$ cat src/rtl/vid_timing_if.sv
// Video timing monitor bundle: the raw sync/enable inputs and the measured
// geometry and status coming back out.
//   vs_i, hs_i, de_i                     : vertical sync, horizontal sync, data enable
//   h_active_o, v_active_o, h_total_o    : measured geometry of the last completed frame
//   frame_done_o, locked_o, err_o        : update pulse, lock status, sticky error
// master = video source / observer, slave = the monitor.
interface vid_timing_if #(
    parameter int CW = 12
);
    logic          vs_i;
    logic          hs_i;
    logic          de_i;
    logic [CW-1:0] h_active_o;
    logic [CW-1:0] v_active_o;
    logic [CW-1:0] h_total_o;
    logic          frame_done_o;
    logic          locked_o;
    logic          err_o;

    modport master (
        output vs_i, hs_i, de_i,
        input  h_active_o, v_active_o, h_total_o, frame_done_o, locked_o, err_o
    );

    modport slave (
        input  vs_i, hs_i, de_i,
        output h_active_o, v_active_o, h_total_o, frame_done_o, locked_o, err_o
    );
endinterface

$ cat src/rtl/vid_timing_monitor.sv
// Video timing monitor. Measures active pixels per line, active lines per
// frame and total line length from pre-registered vs/hs/de, and declares lock
// once STABLE_FRAMES consecutive frames match EXP_HA x EXP_VA.
// Ports:
//   vin_clk_i : pixel clock, rising edge
//   rst_n     : asynchronous active-low reset
//   vid       : vid_timing_if slave (sync inputs, measurement/status outputs)
//
// state   | meaning
// --------+-----------------------------------------------------------
// SEARCH  | idle, counters held clear, waiting for the first vs rise
// MEASURE | measuring frames, no matching frame seen yet
// VERIFY  | match_q consecutive matching frames seen, not yet locked
// LOCKED  | geometry stable and equal to the expected size
module vid_timing_monitor #(
    parameter int EXP_HA        = 1920,
    parameter int EXP_VA        = 1080,
    parameter int STABLE_FRAMES = 4,
    parameter int CW            = 12
) (
    input  logic        vin_clk_i,
    input  logic        rst_n,
    vid_timing_if.slave vid
);
    localparam int            WW       = 2 * CW;
    localparam logic [CW-1:0] CNT_MAX  = '1;
    localparam logic [CW-1:0] EXP_HA_C = CW'(EXP_HA);
    localparam logic [CW-1:0] EXP_VA_C = CW'(EXP_VA);
    localparam logic [3:0]    STABLE_C = 4'(STABLE_FRAMES);

    typedef enum logic [1:0] {SEARCH, MEASURE, VERIFY, LOCKED} state_t;

    state_t        state_q, state_d;
    logic [3:0]    match_q, match_d, match_inc;

    logic          vs_q, hs_q, de_q;
    logic          vs_rise, hs_rise, de_fall;
    logic [CW-1:0] h_cnt, h_tot_m, de_cnt, line_len, l_cnt;
    logic          first_run, prev_valid, inc, frame_end;
    logic [WW-1:0] wd_cnt;
    logic [CW-1:0] h_active_q, v_active_q, h_total_q;
    logic          frame_done_q, err_q;
    logic          len_mismatch, sat_hit, frame_match, wd_expired;

    assign vs_rise      = vid.vs_i & ~vs_q;
    assign hs_rise      = vid.hs_i & ~hs_q;
    assign de_fall      = ~vid.de_i & de_q;
    assign len_mismatch = de_fall && (de_cnt != '0) && prev_valid && (de_cnt != line_len);
    assign sat_hit      = (h_cnt == CNT_MAX) || (de_cnt == CNT_MAX) || (l_cnt == CNT_MAX);
    assign frame_match  = !inc && (line_len == EXP_HA_C) && (l_cnt == EXP_VA_C);
    // Watchdog is a down-counter reloaded on every vs rise; terminal count means
    // a full 2^(2*CW) cycles passed without a new frame.
    assign wd_expired   = (state_q != SEARCH) && !vs_rise && (wd_cnt == '0);
    assign match_inc    = match_q + 4'd1;

    always_ff @(posedge vin_clk_i or negedge rst_n) begin
        if (!rst_n) begin
            state_q <= SEARCH;
            match_q <= '0;
        end else begin
            state_q <= state_d;
            match_q <= match_d;
        end
    end

    always_comb begin
        state_d = state_q;
        match_d = match_q;
        case (state_q)
            SEARCH: begin
                match_d = '0;
                if (vs_rise) state_d = MEASURE;
            end
            MEASURE: begin
                if (frame_end && frame_match) begin
                    match_d = 4'd1;
                    if (STABLE_C <= 4'd1) state_d = LOCKED;
                    else                  state_d = VERIFY;
                end
            end
            VERIFY: begin
                if (frame_end) begin
                    if (frame_match) begin
                        match_d = match_inc;
                        if (match_inc >= STABLE_C) state_d = LOCKED;
                    end else begin
                        match_d = '0;
                        state_d = MEASURE;
                    end
                end
            end
            LOCKED: begin
                if (frame_end && !frame_match) begin
                    match_d = '0;
                    state_d = MEASURE;
                end
            end
            default: state_d = SEARCH;
        endcase
        if (wd_expired) begin
            state_d = SEARCH;
            match_d = '0;
        end
    end

    always_ff @(posedge vin_clk_i or negedge rst_n) begin
        if (!rst_n) begin
            vs_q         <= 1'b0;
            hs_q         <= 1'b0;
            de_q         <= 1'b0;
            h_cnt        <= '0;
            h_tot_m      <= '0;
            de_cnt       <= '0;
            line_len     <= '0;
            l_cnt        <= '0;
            first_run    <= 1'b0;
            prev_valid   <= 1'b0;
            inc          <= 1'b0;
            frame_end    <= 1'b0;
            wd_cnt       <= '1;
            h_active_q   <= '0;
            v_active_q   <= '0;
            h_total_q    <= '0;
            frame_done_q <= 1'b0;
            err_q        <= 1'b0;
        end else begin
            vs_q         <= vid.vs_i;
            hs_q         <= vid.hs_i;
            de_q         <= vid.de_i;
            err_q        <= err_q | sat_hit | len_mismatch;
            frame_done_q <= frame_end;

            if (state_q == SEARCH || vs_rise) wd_cnt <= '1;
            else if (wd_cnt != '0)            wd_cnt <= wd_cnt - WW'(1);

            if (state_q == SEARCH) begin
                h_cnt      <= '0;
                h_tot_m    <= '0;
                de_cnt     <= '0;
                line_len   <= '0;
                l_cnt      <= '0;
                first_run  <= 1'b0;
                prev_valid <= 1'b0;
                inc        <= 1'b0;
                frame_end  <= 1'b0;
            end else begin
                // Frame closes one cycle after vs rise so a de fall landing on the
                // vs rise cycle is already folded into line_len/l_cnt/inc.
                frame_end <= vs_rise;

                if (hs_rise) begin
                    h_tot_m <= h_cnt;
                    h_cnt   <= CW'(1);
                end else if (h_cnt != CNT_MAX) begin
                    h_cnt <= h_cnt + CW'(1);
                end

                if (de_fall) begin
                    line_len <= de_cnt;
                    de_cnt   <= '0;
                end else if (vid.de_i && de_cnt != CNT_MAX) begin
                    de_cnt <= de_cnt + CW'(1);
                end

                // A de fall coinciding with hs rise still belongs to the old line.
                if (hs_rise)      first_run <= 1'b1;
                else if (de_fall) first_run <= 1'b0;

                if (frame_end) begin
                    h_active_q <= line_len;
                    v_active_q <= l_cnt;
                    h_total_q  <= h_tot_m;
                    l_cnt      <= (de_fall && first_run) ? CW'(1) : '0;
                    inc        <= 1'b0;
                    prev_valid <= de_fall && (de_cnt != '0);
                end else begin
                    if (de_fall && first_run && l_cnt != CNT_MAX) l_cnt <= l_cnt + CW'(1);
                    if (len_mismatch)                           inc <= 1'b1;
                    if (de_fall && de_cnt != '0)                prev_valid <= 1'b1;
                end
            end
        end
    end

    assign vid.h_active_o   = h_active_q;
    assign vid.v_active_o   = v_active_q;
    assign vid.h_total_o    = h_total_q;
    assign vid.frame_done_o = frame_done_q;
    assign vid.locked_o     = (state_q == LOCKED);
    assign vid.err_o        = err_q;
endmodule
$ cat src/flat_wrapper.sv
// flat-port wrapper written by rule: the top's interface ports become plain ports
module vid_timing_monitor_flat 
#(
    parameter int EXP_HA        = 1920,
    parameter int EXP_VA        = 1080,
    parameter int STABLE_FRAMES = 4,
    parameter int CW            = 12
)
  (vin_clk_i, rst_n, vid_vs_i, vid_hs_i, vid_de_i, vid_h_active_o, vid_v_active_o, vid_h_total_o, vid_frame_done_o, vid_locked_o, vid_err_o);
  vid_timing_if #(.CW(CW)) vid_i ();
  input  logic vin_clk_i;
  input  logic rst_n;
  input wire logic [$bits(vid_i.vs_i)-1:0] vid_vs_i;
  input wire logic [$bits(vid_i.hs_i)-1:0] vid_hs_i;
  input wire logic [$bits(vid_i.de_i)-1:0] vid_de_i;
  output wire logic [$bits(vid_i.h_active_o)-1:0] vid_h_active_o;
  output wire logic [$bits(vid_i.v_active_o)-1:0] vid_v_active_o;
  output wire logic [$bits(vid_i.h_total_o)-1:0] vid_h_total_o;
  output wire logic [$bits(vid_i.frame_done_o)-1:0] vid_frame_done_o;
  output wire logic [$bits(vid_i.locked_o)-1:0] vid_locked_o;
  output wire logic [$bits(vid_i.err_o)-1:0] vid_err_o;
  assign vid_i.vs_i = vid_vs_i;
  assign vid_i.hs_i = vid_hs_i;
  assign vid_i.de_i = vid_de_i;
  assign vid_h_active_o = vid_i.h_active_o;
  assign vid_v_active_o = vid_i.v_active_o;
  assign vid_h_total_o = vid_i.h_total_o;
  assign vid_frame_done_o = vid_i.frame_done_o;
  assign vid_locked_o = vid_i.locked_o;
  assign vid_err_o = vid_i.err_o;
  vid_timing_monitor #(.EXP_HA(EXP_HA), .EXP_VA(EXP_VA), .STABLE_FRAMES(STABLE_FRAMES), .CW(CW)) u_core (.vin_clk_i(vin_clk_i), .rst_n(rst_n), .vid(vid_i));
endmodule
$ cat config.mk
export PLATFORM = sky130hd
export DESIGN_NAME = vid_timing_monitor_flat
export DESIGN_NICKNAME = d
export VERILOG_FILES = /design/src/rtl/vid_timing_if.sv /design/src/rtl/vid_timing_monitor.sv /design/src/flat_wrapper.sv
export SDC_FILE = /design/constraint.sdc
export NUM_CORES = 1
export LEC_CHECK = 0
export ABC_AREA = 0
export CAP_MARGIN = 15
export CORE_MARGIN = 2
export CORE_UTILIZATION = 40
export CTS_CLUSTER_DIAMETER = 150
export CTS_CLUSTER_SIZE = 12
export DETAILED_ROUTE_END_ITERATION = 16
export PLACE_DENSITY = 0.56
export SYNTH_ARGS = -nofsm -noshare
export SYNTH_HDL_FRONTEND = slang
export SYNTH_SLANG_ARGS = --single-unit
$ cat constraint.sdc
create_clock -name vin_clk_i -period 6.6 [get_ports vin_clk_i]
set_input_delay 1.32 -clock vin_clk_i [delete_from_list [all_inputs] [get_ports vin_clk_i]]
set_output_delay 1.32 -clock vin_clk_i [all_outputs]
set_load 0.02 [all_outputs]
==> metrics list <==
- The run finished with clean final reports.
* Largest family of logic cells by synthesized area: simple AND/OR/NAND/NOR gates
* Ratio of routed vias to standard cells: 5.172
- The worst setup path is captured at a register.
- Post-detail-place hpwl: 8592 um
- Dividing total power by cell area gives a power density of 288.9 nW/um^2.
* Source-to-sink clock delay at the later pin of the worst-skew pair: 0.41 ns
- Mux contribution to synthesized area: 6.399%
- The largest total area in the synthesized netlist belongs to sky130_fd_sc_hd__dfrtp_1.
- The initialized floorplan defines 45 standard-cell rows.
- Post-route worst setup slack: 3.347 ns
- Clk buf depth: 2
- Clock H-tree levels: 4
- X dimension of the die: 129.5 um
- Most common library cells after synthesis: sky130_fd_sc_hd__dfrtp_1 (111), sky130_fd_sc_hd__nand2_1 (69), sky130_fd_sc_hd__nor2_1 (55)
- Core outline area: 15,310 um^2
- In this run the tool buffered the top-level ports with 43 buffer cells.
- The number of nets handed over by synthesis was 601.
* Number of antenna violations at the first check in global routing: 0
- Number of diodes added for antenna fixing: 0
- From synthesis to final layout, the design area changed by 19.67%.
- Maximum number of pins on one net before global-route repair: 73
- At the end of routability-driven placement, the weighted congestion stood at 0.7860.
* Number of setup buffers added after CTS: 0
* Synth Instances: 584
* Remaining DRCs: 0
- Sequential standard cell area: 3408 um^2
* Fraction of layout instances using a drive strength above 1: 16.48%
- Yosys printed 0 warnings.
- Subtracting the final worst setup slack from the clock period gives 3.253 ns.
* Share of the cycle needed by the critical path after routing: 49.29%
- The initial utilization of the core area, before any placement, comes to 41.11%.
- OpenSTA, run right after detailed placement, puts the worst setup slack at 2.871 ns.
* Fmax: 0.3074 GHz
- The worst pin sits at a relative slew slack of 27.98%.
- Fraction of the mapped netlist area in compound gates: 7.234%
- RSZ-0062 raised after global routing: false
- Crit path required time: 6.90 ns
- After detailed routing, the average wire length per cell comes to 15.23 um.
* Number of flops mapped to enable cells by yosys: 0
- Final Hold Viols: 0
* Max Cap Violations: 0
- For this run, the total global-route usage over all layers was measured as 16.59%.
- The number of global-route vias before repair came to 4,249.
- At the end of the flow, the number of nets in the layout was 641.
* Simple-gate share of the synthesized area: 19.20%
* Crit-path max FO: 26
- Post-synth top area share: 44.12%
* Most common cell in the netlist: sky130_fd_sc_hd__dfrtp_1
* Clock Tree Root: sky130_fd_sc_hd__clkbuf_16
* Violation count after the first detailed-route iteration: 247
- Buffers inserted to repair hold after CTS numbered 0.
- Wire length of the first global-routing pass: 21,660 um
- Number of slew-limit violations in the final report: 0
- Cell count after placement: 816
* LEAKAGE: 3.305 nW
- Iteration count of the initial detailed-routing pass: 6
- Multi-input gate area: 2739 um^2
- The number of gates resized after CTS was 0.
- Setup violations remaining at the end of the flow were counted as 0.
- For the final routed database, the setup TNS stands at 0 ns.
- After synthesis, the cell types taking the most area are sky130_fd_sc_hd__dfrtp_1 (44%), sky130_fd_sc_hd__dfstp_2 (10%), sky130_fd_sc_hd__mux2_2 (6.1%).
* Vert. Die Dim: 129.5 um
- Combined area of all synthesized cells: 6296 um^2
- TritonCTS Buffers: 17
- Pin placement for this block handled 44 I/O pins.
* Count of cell types in the netlist: 49
- After detailed routing, the total wire length is 12,920 um.
- Arithmetic-cell share of the synthesized area counting full adders, half adders and majority gates: 2.385%
- WP data arrival: 3.55 ns
- The floorplan step defined a die boundary enclosing 16,760 um^2.
- Once detail routing completed, the nets flagged for antenna violations numbered 0.
- Counting the fill cells in the layout gives 1,419.
- Parity-gate share of the synthesized area counting xor and xnor cells: 8.207%
* Grt ovf: 0
- Across all layers, the routed design uses 4,386 vias.
- The worst setup path is launched from an input port.
* Mapped Avg Cell Area: 10.78 um^2
- Final non-filler cell total: 848
* Synth async-reset ratio: 100.0%
* Number of clock sinks seen by CTS: 135
- Register bit total from synthesis: 135
- TritonCTS built the clock tree.
- Between clock sinks in the finished design, the worst skew comes to 0.006449 ns.
* Peak supply drop: 194.9 uV
* Hold crit path type: reg -> reg
- Among all flip-flop cells after synthesis, the most frequent one is sky130_fd_sc_hd__dfrtp_1.
- Share of the yosys chip area belonging to registers: 54.13%
- After clock tree synthesis, the clock-pin slew on the worst setup and hold paths is 0.06 ns.
- The setup path with the least slack is of type in -> reg.
- Pin slew with the least headroom to its limit: 1.075 ns
cells by family after synthesis:
logic type / count (synthesis)
AO/OA/AOI/OAI: 71
buffers and inverters: 41
flip-flops: 135
multiplexers: 36
AND/OR/NAND/NOR: 230
adder cells (fa/ha/maj): 12
XOR/XNOR: 59
power breakdown:
part | switching (mW) | total (mW) | internal (mW)
Sequential | 0.0613 | 0.963 | 0.902
Clock | 0.353 | 0.967 | 0.614
Combinational | 0.137 | 0.247 | 0.110
Total | 0.551 | 2.18 | 1.63
critical path: stages:
cell,delay [ns]
sky130_fd_sc_hd__clkdlybuf4s50_1,0.42
sky130_fd_sc_hd__nand2b_1,0.13
sky130_fd_sc_hd__nor2b_2,0.80
sky130_fd_sc_hd__nand3_2,0.19
sky130_fd_sc_hd__and3_4,0.27
sky130_fd_sc_hd__nand2b_1,0.17
sky130_fd_sc_hd__a22o_1,0.25
layout make-up:
cell class | instances | area share (%)
Multi-Input combinational cell | 408 | 36.35
Inverter | 16 | 0.7971
Timing Repair Buffer | 46 | 6.028
Sequential cell | 135 | 45.23
Clock inverter | 11 | 1.976
Clock buffer | 21 | 6.111
Tap cell | 211 | 3.504
final timing paths:
kind                            slack (ns)                        to                     start  depth (start not counted)
worst min register to register        0.48  u_core.vid.v_active_o[8]  u_core.vid.v_active_o[8]                          2
max in group asynchronous             4.36         u_core.match_q[0]                     rst_n                          2
min in group asynchronous             0.91           u_core.l_cnt[6]                     rst_n                          1
worst max-delay path                  3.35         u_core.state_q[0]                  vid_vs_i                          7
worst min-delay path                  0.48  u_core.vid.v_active_o[8]  u_core.vid.v_active_o[8]                          2
worst max register to register        3.91         u_core.match_q[0]        u_core.line_len[1]                          5
metrics by stage:
step	cell area [um^2]	utilization [%]	total power [mW]	hold WS, ns
floorplan	6296	-	1.119	0.4415
global placement	6925	45.22	1.221	0.4741
detailed placement	6925	45.22	1.229	0.4776
CTS	7535	49.20	2.204	0.4905
global route	7535	49.20	2.276	0.5175
finish	7535	49.20	2.177	0.4800
per-layer routing:
layer | wire [um] | up-vias | global-route usage [%] | share of wire [%]
met5 | 0 | - | 0 | 0
met4 | 197 | 0 | 6.135 | 1.5
met3 | 418 | 14 | 3.922 | 3.2
met2 | 5862 | 75 | 25.51 | 45
met1 | 6436 | 2171 | 22.97 | 50
li1 | - | 2126 | - | -
flip-flops by register name, summed over array words and instances, names as in the netlist:
register and count:
u_core.h_tot_m 12, u_core.vs_q 1, u_core.vid.h_total_o 12, u_core.frame_end 1, u_core.h_cnt 12, u_core.vid.v_active_o 12, u_core.first_run 1, u_core.l_cnt 12
u_core.prev_valid 1, u_core.de_cnt 12, u_core.state_q 2, u_core.vid.frame_done_o 1, u_core.match_q 4, u_core.hs_q 1, u_core.inc 1, u_core.vid.err_o 1
u_core.vid.h_active_o 12, u_core.de_q 1, u_core.line_len 12, u_core.wd_cnt 24
cells in the final DEF, fill, tap and decap left out, types with 6 or more instances in the layout:
master and count:
sky130_fd_sc_hd__dfrtp_1 111, sky130_fd_sc_hd__nand2_1 69, sky130_fd_sc_hd__nor2_1 55, sky130_fd_sc_hd__clkdlybuf4s50_1 42, sky130_fd_sc_hd__xor2_1 41, sky130_fd_sc_hd__mux2_2 34
sky130_fd_sc_hd__a21oi_1 24, sky130_fd_sc_hd__dfstp_2 24, sky130_fd_sc_hd__xnor2_1 18, sky130_fd_sc_hd__clkbuf_16 17, sky130_fd_sc_hd__inv_1 16, sky130_fd_sc_hd__a22o_1 15
sky130_fd_sc_hd__o21ai_0 13, sky130_fd_sc_hd__nor3_1 13, sky130_fd_sc_hd__nand3_1 12, sky130_fd_sc_hd__nand4_1 12, sky130_fd_sc_hd__ha_1 12, sky130_fd_sc_hd__and3_1 8
sky130_fd_sc_hd__nor4_1 7, sky130_fd_sc_hd__a31oi_1 7, sky130_fd_sc_hd__nand2b_1 7, sky130_fd_sc_hd__nor4b_1 6
Note: power is estimated with default switching activity, not from simulation.
